--- src/rtl/serial_frame_tx.sv ---
`default_nettype none
// ============================================================================
// Module      : serial_frame_tx
// Description : Word-to-serial frame transmitter (start, data LSB first,
//               optional parity, stop), one frame bit per in_en tick.
// Revision    : 1.0 - initial release
// ============================================================================
module serial_frame_tx #(
    parameter int DATA_W     = 8,
    parameter int PARITY_EN  = 1,
    parameter int PARITY_ODD = 0
) (
    input  logic              clk,
    input  logic              in_rst_n,
    input  logic              in_en,
    input  logic [DATA_W-1:0] in_data,
    input  logic              in_valid,
    output logic              out_ready,
    output logic              out_serial,
    output logic              out_busy,
    output logic              out_done
);

    localparam int                 c_cnt_w = $clog2(DATA_W + 1);
    localparam logic [c_cnt_w-1:0] c_last  = c_cnt_w'(DATA_W);
    localparam logic               c_odd   = (PARITY_ODD != 0);

    typedef enum logic [2:0] {
        ST_IDLE   = 3'd0,
        ST_ARMED  = 3'd1,
        ST_START  = 3'd2,
        ST_DATA   = 3'd3,
        ST_PARITY = 3'd4,
        ST_STOP   = 3'd5
    } state_t;

    state_t              r_state;
    logic [DATA_W-1:0]   r_shreg;
    logic [c_cnt_w-1:0]  r_cnt;
    logic                r_parity;

    always_ff @(posedge clk) begin
        if (!in_rst_n) begin
            r_state    <= ST_IDLE;
            r_shreg    <= '0;
            r_cnt      <= '0;
            r_parity   <= 1'b0;
            out_serial <= 1'b1;
            out_ready  <= 1'b1;
            out_busy   <= 1'b0;
            out_done   <= 1'b0;
        end else begin
            out_done <= 1'b0;
            case (r_state)
                // in_en is deliberately ignored here so the start bit always
                // begins on a full in_en interval.
                ST_IDLE: begin
                    if (in_valid && out_ready) begin
                        r_shreg   <= in_data;
                        r_parity  <= (^in_data) ^ c_odd;
                        out_ready <= 1'b0;
                        out_busy  <= 1'b1;
                        r_state   <= ST_ARMED;
                    end
                end
                ST_ARMED: begin
                    if (in_en) begin
                        out_serial <= 1'b0;
                        r_state    <= ST_START;
                    end
                end
                ST_START: begin
                    if (in_en) begin
                        out_serial <= r_shreg[0];
                        r_shreg    <= {1'b0, r_shreg[DATA_W-1:1]};
                        r_cnt      <= c_cnt_w'(1);
                        r_state    <= ST_DATA;
                    end
                end
                ST_DATA: begin
                    if (in_en) begin
                        if (r_cnt < c_last) begin
                            out_serial <= r_shreg[0];
                            r_shreg    <= {1'b0, r_shreg[DATA_W-1:1]};
                            r_cnt      <= r_cnt + c_cnt_w'(1);
                        end else if (PARITY_EN != 0) begin
                            out_serial <= r_parity;
                            r_state    <= ST_PARITY;
                        end else begin
                            out_serial <= 1'b1;
                            r_state    <= ST_STOP;
                        end
                    end
                end
                ST_PARITY: begin
                    if (in_en) begin
                        out_serial <= 1'b1;
                        r_state    <= ST_STOP;
                    end
                end
                ST_STOP: begin
                    if (in_en) begin
                        r_cnt     <= '0;
                        out_ready <= 1'b1;
                        out_busy  <= 1'b0;
                        out_done  <= 1'b1;
                        r_state   <= ST_IDLE;
                    end
                end
                default: r_state <= ST_IDLE;
            endcase
        end
    end

endmodule
`default_nettype wire

--- config.mk ---
export PLATFORM = sky130hd
export DESIGN_NAME = serial_frame_tx
export DESIGN_NICKNAME = d
export VERILOG_FILES = /design/src/rtl/serial_frame_tx.sv
export SDC_FILE = /design/constraint.sdc
export NUM_CORES = 1
export LEC_CHECK = 0
export BUFFER_PORTS_ARGS = -buffer_cell sky130_fd_sc_hd__buf_2
export CAP_MARGIN = 20
export CORE_AREA = 3 3 82 61
export DETAILED_ROUTE_END_ITERATION = 8
export DIE_AREA = 0 0 85 64
export GPL_TIMING_DRIVEN = 1
export PLACE_DENSITY = 0.53
export SYNTH_ARGS = -nofsm -noshare
export SYNTH_HDL_FRONTEND = slang
export SYNTH_SLANG_ARGS = --single-unit
--- constraint.sdc ---
create_clock -name clk -period 2 [get_ports clk]
set_input_delay 0.4 -clock clk [delete_from_list [all_inputs] [get_ports clk]]
set_output_delay 0.4 -clock clk [all_outputs]
set_load 0.01 [all_outputs]
After elaboration in Yosys (flattened, before gate mapping)
Cells that the tools add are included.

Bits in registers: 20. Output and inout bits: 4. Logic and storage cells: 66.

Add/subtract/negate cells: 1. $lt $le $gt $ge: 1. Equality and inequality tests: 13. Muxes and demuxes: 29. Reduce and logical (&&, ||, !) cells: 14.

Operators by type and width (count): $mux 8 (4); $pmux 8 s3 (1); $mux 3 (7); $pmux 3 s6 (1); $mux 4 (4); $ne 2x2->1 const B (8); $reduce_and 5->1 (3); $pmux 4 s3 (1); $mux 1 (8); $reduce_xor 8->1 (1); $reduce_and 7->1 (1); $eq 3x2->1 const B (2); $eq 3x3->1 const B (2); $reduce_bool 3->1 (2); $add 4x1->4 const B (1); $lt 4x4->1 const B (1); $pmux 1 s2 (2); $pmux 1 s4 (1); $reduce_and 2->1 (2); $reduce_bool 4->1 (1); $eq 3x1->1 const B (1); $logic_not 3->1 (1); $reduce_and 3->1 (1); $reduce_bool 2->1 (1); $logic_and 1x1->1 (1).

Longest topological paths before layout
Gate-level depths: netlist (run 1).

Depth in word-level cells: 4. Gate-level depth with buffers: 7.

Worst setup path after synthesis (run 1)
Ideal clock, no wire load.

Path type: reg2reg. From: register r_cnt[3]. To: register r_shreg[3]. Setup time: 0.137 ns. Arrival: 1.227 ns. Data required time: 1.863 ns. Path slack: 0.636 ns. Cell stages (with the launch flop): 6. Path buffers: 1. Period minus slack after synthesis: 1.364 ns. Cells stage by stage: dfxtp_1 > nand2b_1 > a221oi_4 > and2_1 > buf_6 > a211oi_2.

Word-level cells in the longest chain between the ends: 3.

Ends and longest elaborated chain: start: declaration (line 39) `logic [c_cnt_w-1:0] r_cnt;`; start signal: assignment (line 76) `r_cnt <= c_cnt_w'(1);`; start signal: assignment (line 85) `r_cnt <= r_cnt + c_cnt_w'(1);`; $lt 4x4->1 (line 82) `if (r_cnt < c_last) begin`; $ne 2x2->1 (no source line); $reduce_and 5->1 (no source line); end signal: assignment (line 59) `r_shreg <= in_data;`; end signal: assignment (line 75) `r_shreg <= {1'b0, r_shreg[DATA_W-1:1]};`; end signal: assignment (line 84) `r_shreg <= {1'b0, r_shreg[DATA_W-1:1]};`; end: declaration (line 38) `logic [DATA_W-1:0] r_shreg;`.

Every way passes these cells. A chain may end at the register's enable or synchronous reset.

Worst setup path in the final report (run 1)
From: register r_state[1]. To: register r_shreg[2].

Word-level cells in the longest chain between the ends: 3. Elaborated cells between the ends (all ways): 10. Classes of those cells: eq/ne: 6; mux: 1; reduce/logical: 3.

Ends and longest elaborated chain: start: declaration (line 37) `state_t r_state;`; start signal: assignment (line 44) `r_state <= ST_IDLE;`; start signal: assignment (line 63) `r_state <= ST_ARMED;`; start signal: assignment (line 69) `r_state <= ST_START;`; $eq 3x2->1 / $logic_not 3->1 (equally long branches) (line 54) `case (r_state)`; $ne 2x2->1 (no source line) / $reduce_bool 3->1 (equally long branches); $reduce_and 5->1 (no source line).

Several ways; a longest one is shown, not always the timed one.

==> results of run 1 <==
==> registers in the layout, indices dropped and copies added, names as in the netlist <==
register	count
r_parity	1
out_ready	1
out_serial	1
out_done	1
r_state	3
r_cnt	4
r_shreg	8
out_busy	1
==> power by group through the flow <==
stage               Clock (mW)  Sequential (mW)  Combinational [mW]
finish                   0.264            0.483               0.276
CTS                      0.271            0.483               0.280
floorplan                    0            0.477               0.237
global placement             0            0.491               0.274
detailed placement           0            0.492               0.279
global route             0.288            0.490               0.310
==> path summary, 6_finish.rpt <==
path,startpoint,cells after the start,slack (ps),to
max,r_state[1],4,290,r_shreg[2]
min,in_rst_n,2,380,out_ready
max reg2reg,r_state[1],4,290,r_shreg[2]
min reg2reg,r_cnt[1],2,500,r_cnt[1]
==> layout make-up <==
cell class              count  area (um^2)
inverters                   4        15.01
repair buffers             20        112.6
fillers                   450         2974
well taps                  55        68.82
clock buffers               3        41.29
multi-input cells          88        666.9
flip-flops and latches     20        400.4
==> synthesized netlist by cell type, types with 4 or more instances <==
cell and instances:
nand2_1 4, buf_6 4, xnor2_1 8, a21oi_1 13
nor2_1 6, dfxtp_1 20, mux2i_1 8, a211oi_2 7
o21ai_0 7
==> kinds of logic after synthesis <==
group | synth area share (%)
AOI/OAI and AO/OA | 29.51
and+or+nand+nor | 14.53
DFF | 34.97
buffers and inverters | 6.776
xor gates and xnor gates | 6.120
muxes | 6.995
adders and majority gates | 1.093
==> worst register-to-register path, cell delays in order, from the launching register on <==
cell and delay [ps]:
dfxtp_1 610, nand2b_1 190, a221oi_4 270, and2_1 400, a211oi_2 120
==> stage by stage <==
stage / cells / util (%) / power (mW) / hold slack, ps
4_1_cts: 190 / 30.50 / 1.035 / 382.1
3_5_place_dp: 187 / 29.53 / 0.7704 / 491.4
6_report: 190 / 30.50 / 1.023 / 381.5
2_1_floorplan: 120 / - / 0.7143 / 463.1
5_1_grt: 190 / 30.50 / 1.088 / 398.6
3_3_place_gp: 187 / 29.53 / 0.7651 / 477.3
==> routing by layer <==
| layer | part of all wire (%) | vias up | GRT usage (%) |
|---|---|---|---|
| met4 | 1.5 | 0 | 3.557 |
| met5 | 0 | - | 0 |
| li1 | - | 469 | - |
| met3 | 3.4 | 4 | 1.546 |
| met1 | 49 | 435 | 12.30 |
| met2 | 46 | 19 | 15.60 |
==> results.md, run 1 <==
- Die area: 5440 um^2
- H-tree depth: 1
- Netlist Area Pre-Place: 1145 um^2
- Sw Ratio: 30.82%
- Final nets: 150
- P_sw: 0.3153 mW
- CTS Hold Bufs: 0
- Fin crit period: 1713 ps
- # clock sinks: 20
- Min-delay worst type: input port to register
- Critical path buffers and inverters: 0
- Final hold vios: 0
- Syn avg cell area: 9.540 um^2
- Num CTS Buffers: 3
- Setup crit end kind: register
- Cell Pwr Density: 783.9 nW/um^2
- Syn Inst Count: 120
- Max Clk Rate: 583.7 MHz
- Worst Setup Start Kind: register
- Die Ht: 64 um
- Worst Tran Pin Value: 528.9 ps
- Slowest cell on the critical path: dfxtp_1
- Root buffer cell: clkbuf_8
- Sequential Power Share: 47.2%
- Drt pass-1 iters: 4
- Vias post-DR: 927
- Most frequent cells in the layout: 20 x dfxtp_1, 15 x buf_2, 13 x a21oi_1, 8 x xnor2_1, 8 x mux2i_1
- Post-synthesis sequential area ratio: 34.97%
- Delay-heaviest family, CP: flip-flops
- Antenna Cells: 0
- RSZ-0062 raised after global routing: false
- Antenna-violating nets left: 0
- Post-route cell area: 1305 um^2
- Postcts setup bufs: 0
- Clk_lat worst skew: 260 ps
- Setup TNS: 0 ps
- Final setup vio count: 0
- Cell Int Power: 0.7077 mW
- Clock Power Share: 25.8%
- Synthesized flop and latch total: 20
- Max-slew headroom: 64.69%
- Largest area contributor in the netlist: dfxtp_1
- Starting DRT DRC Count: 52
- Final period util: 85.66%
- Share of cells above drive strength 1: 28.89%
- Largest net degree at the start of global routing: 13
- Share of flip-flops with an asynchronous set or reset: 0%
- Slowest stage delay, CP: 610 ps
- Number of global-route vias before repair: 950
- Die width: 85 um
- Most common cell after layout, fill and taps aside: dfxtp_1
- Initial antenna violation count: 0
- FP Rows: 20
- DR DRC count: 0
- Top cell type's share of synthesized area: 34.97%
- CP cell instances: nand2b_1 -> a221oi_4 -> and2_1 -> a211oi_2
- Synth Net Count: 133
- CTS clk-pin slew, worst paths: 70 ps
- Post-place setup slack: 304.5 ps
- Total wire length: 2323 um
- CP required: 2130 ps
- Area after DPL: 1264 um^2
- Final worst slack: 286.8 ps
- Clock Path Buffers: 2
- Synthesis Warnings: 0
- Post-synth cell types: 39
- Most frequently used flop master after synthesis: dfxtp_1
- # port buffers: 15
- GPL Wtd Cong: 0.7832
- EDFF count, synth: 0
- Status: complete, no violations
- Fin Clk Skew: 0.5213 ps
- CTS resizes: 0
- Congestion Overflow GR: 0
- Core Footprint: 4279 um^2
- CTS tree: yes
- # Max-Cap Violations: 0
- Worst IR drop on VDD: 0.2880 mV
- Power share of the combinational group: 27.0%
- GRT Overall Usage: 9.438%
- Pins Over Slew Limit: 0
- I/O pins: 16
- DP HPWL: 1811 um
- Routed wire per std cell: 12.23 um
- Area contributors post-synth: dfxtp_1 35%, a211oi_2 7.7%, mux2i_1 7.0%, xnor2_1 6.1%, a21oi_1 5.7%
- Leak: 0.5108 nW
- Vias per cell: 4.879
- Area grow syn2layout: 13.99%
- Crit Path Class: register to register
- Crit path DAT: 1840 ps
- Initial Utilization: 26.75%
- Max Fanout on Critical Path: 11
- First-pass GRT wire length: 4140 um
Power figures use the tool's default switching activity.
==> run 2: changes to the inputs <==
GPL_TIMING_DRIVEN = unset   (was 1)
RECOVER_POWER = 100   (was unset)
==> results.md, run 2 (synthesis results as in run 1) <==
- Status: complete, no violations (unchanged)
- First-pass GRT wire length: 4140 um (unchanged)
- Root buffer cell: clkbuf_8 (unchanged)
- Final hold vios: 0 (unchanged)
- CTS clk-pin slew, worst paths: 70 ps (about the same)
- Antenna-violating nets left: 0 (unchanged)
- # Max-Cap Violations: 0 (unchanged)
- Die width: 85 um (unchanged)
- Fin crit period: 1670 ps (was 1713 ps)
- Cell Pwr Density: 795.3 nW/um^2 (was 783.9 nW/um^2)
- Vias per cell: 4.816 (was 4.879)
- Die Ht: 64 um (unchanged)
- CTS Hold Bufs: 0 (unchanged)
- Starting DRT DRC Count: 52 (unchanged)
- # port buffers: 15 (unchanged)
- Number of global-route vias before repair: 950 (unchanged)
- Met1 WL: 1169 um (was 1131 um)
- CP required: 2180 ps (was 2130 ps)
- # clock sinks: 20 (unchanged)
- Fin Clk Skew: 1.301 ps (was 0.5213 ps)
- CP startpoint: r_state[1] (unchanged)
- Setup TNS: 0 ps (unchanged)
- Max Clk Rate: 598.7 MHz (was 583.7 MHz)
- Final core utilization: 29.30% (was 30.50%)
- DP HPWL: 1811 um (unchanged)
- Worst Tran Pin Value: 472.6 ps (was 528.9 ps)
- Clock Path Buffers: 2 (unchanged)
- Share of cells above drive strength 1: 21.48% (was 28.89%)
- Largest regs: r_shreg x8, r_cnt x4, r_state x3 (unchanged)
- Core Footprint: 4279 um^2 (unchanged)
- Worst Setup Start Kind: register (unchanged)
- Final setup vio count: 0 (unchanged)
- Routed wire per std cell: 12.35 um (was 12.23 um)
- Leak: 0.4856 nW (was 0.5108 nW)
- Max reg flops: 8 (unchanged)
- Total wire length: 2346 um (was 2323 um)
- Initial Utilization: 26.75% (unchanged)
- FP Rows: 20 (unchanged)
- Drt pass-1 iters: 4 (unchanged)
- Antenna Cells: 0 (unchanged)
- Final period util: 83.51% (was 85.66%)
- Hold_sp: in_rst_n (unchanged)
- DR DRC count: 0 (unchanged)
- Met2 Wirelength: 1084 um (was 1074 um)
- Metal3 WL: 62 um (was 80 um)
- Pins Over Slew Limit: 0 (unchanged)
- Top reg by flops: r_shreg (unchanged)
- Vias post-DR: 915 (was 927)
- Crit path DAT: 1850 ps (was 1840 ps)
- Largest net degree at the start of global routing: 13 (unchanged)
- DR top layer: met4 (unchanged)
- Crit Path Class: register to register (unchanged)
- GPL Wtd Cong: 0.7832 (unchanged)
- Congestion Overflow GR: 0 (unchanged)
- Most frequent cells in the layout: 20 x dfxtp_1, 14 x a21oi_1, 11 x buf_2 (was 20 x dfxtp_1, 15 x buf_2, 13 x a21oi_1, 8 x xnor2_1, 8 x mux2i_1)
- H-tree depth: 1 (unchanged)
- Area grow syn2layout: 9.508% (was 13.99%)
- Reg2reg start: r_state[1] (unchanged)
- Clk_lat worst skew: 260 ps (about the same)
- Min-delay worst type: input port to register (unchanged)
- I/O pins: 16 (unchanged)
- Max-slew headroom: 68.45% (was 64.69%)
- Most common cell after layout, fill and taps aside: dfxtp_1 (unchanged)
- CTS resizes: 0 (unchanged)
- Die area: 5440 um^2 (unchanged)
- Final nets: 150 (unchanged)
- Num CTS Buffers: 3 (unchanged)
- Max Fanout on Critical Path: 11 (unchanged)
- Postcts setup bufs: 0 (unchanged)
- Worst IR drop on VDD: 0.2856 mV (was 0.2880 mV)
- GRT Overall Usage: 9.438% (unchanged)
- RSZ-0062 raised after global routing: false (unchanged)
- Setup crit end kind: register (unchanged)
- Initial antenna violation count: 0 (unchanged)
- CTS tree: yes (unchanged)
run 2: critical path, cell delays in order (launching register included):
cell	delay, ps
dfxtp_1	550
nand2b_1	130
a221oi_1	340
clkbuf_2	270
a21oi_1	100
a211oi_2	200
run 2: final cells by class:
class                      count  area [um^2]
timing repair buffer          20        102.6
multi-input combinational     88        625.6
inverter                       4        15.01
clock buffer                   3        41.29
fill                         465         3025
sequential                    20        400.4
tap                           55        68.82
run 2: where the power goes:
part           switching [mW]  leakage [nW]  internal (mW)
logic                   0.139         0.300          0.116
clock network           0.127        0.0216          0.134
registers              0.0374         0.164          0.443
run 2: path summary, 6_finish.rpt:
kind / to / slack [ps] / cells after the start
setup reg to reg: r_shreg[2] / 330 / 5
hold / removal: out_ready / 380 / 2
hold reg to reg: r_cnt[1] / 500 / 2
setup / recovery: r_shreg[2] / 330 / 5
run 2: through the flow:
step	hold WS (ps)	total power, mW	instance area [um^2]	std cells	setup WS [ps]
finish	384.0	0.9971	1254	190	329.8
global route	398.6	1.064	1254	190	68.52
CTS	382.1	1.035	1305	190	289.2
detailed placement	491.4	0.7704	1264	187	304.5
global placement	477.3	0.7651	1264	187	375.4
floorplan	463.1	0.7143	1145	120	636.1
run 2: per-layer routing:
layer / global-route usage, % / up-vias
met1: 12.30 / 430
met2: 15.60 / 12
met4: 3.557 / 0
met3: 1.546 / 4
li1: - / 469
met5: 0 / -
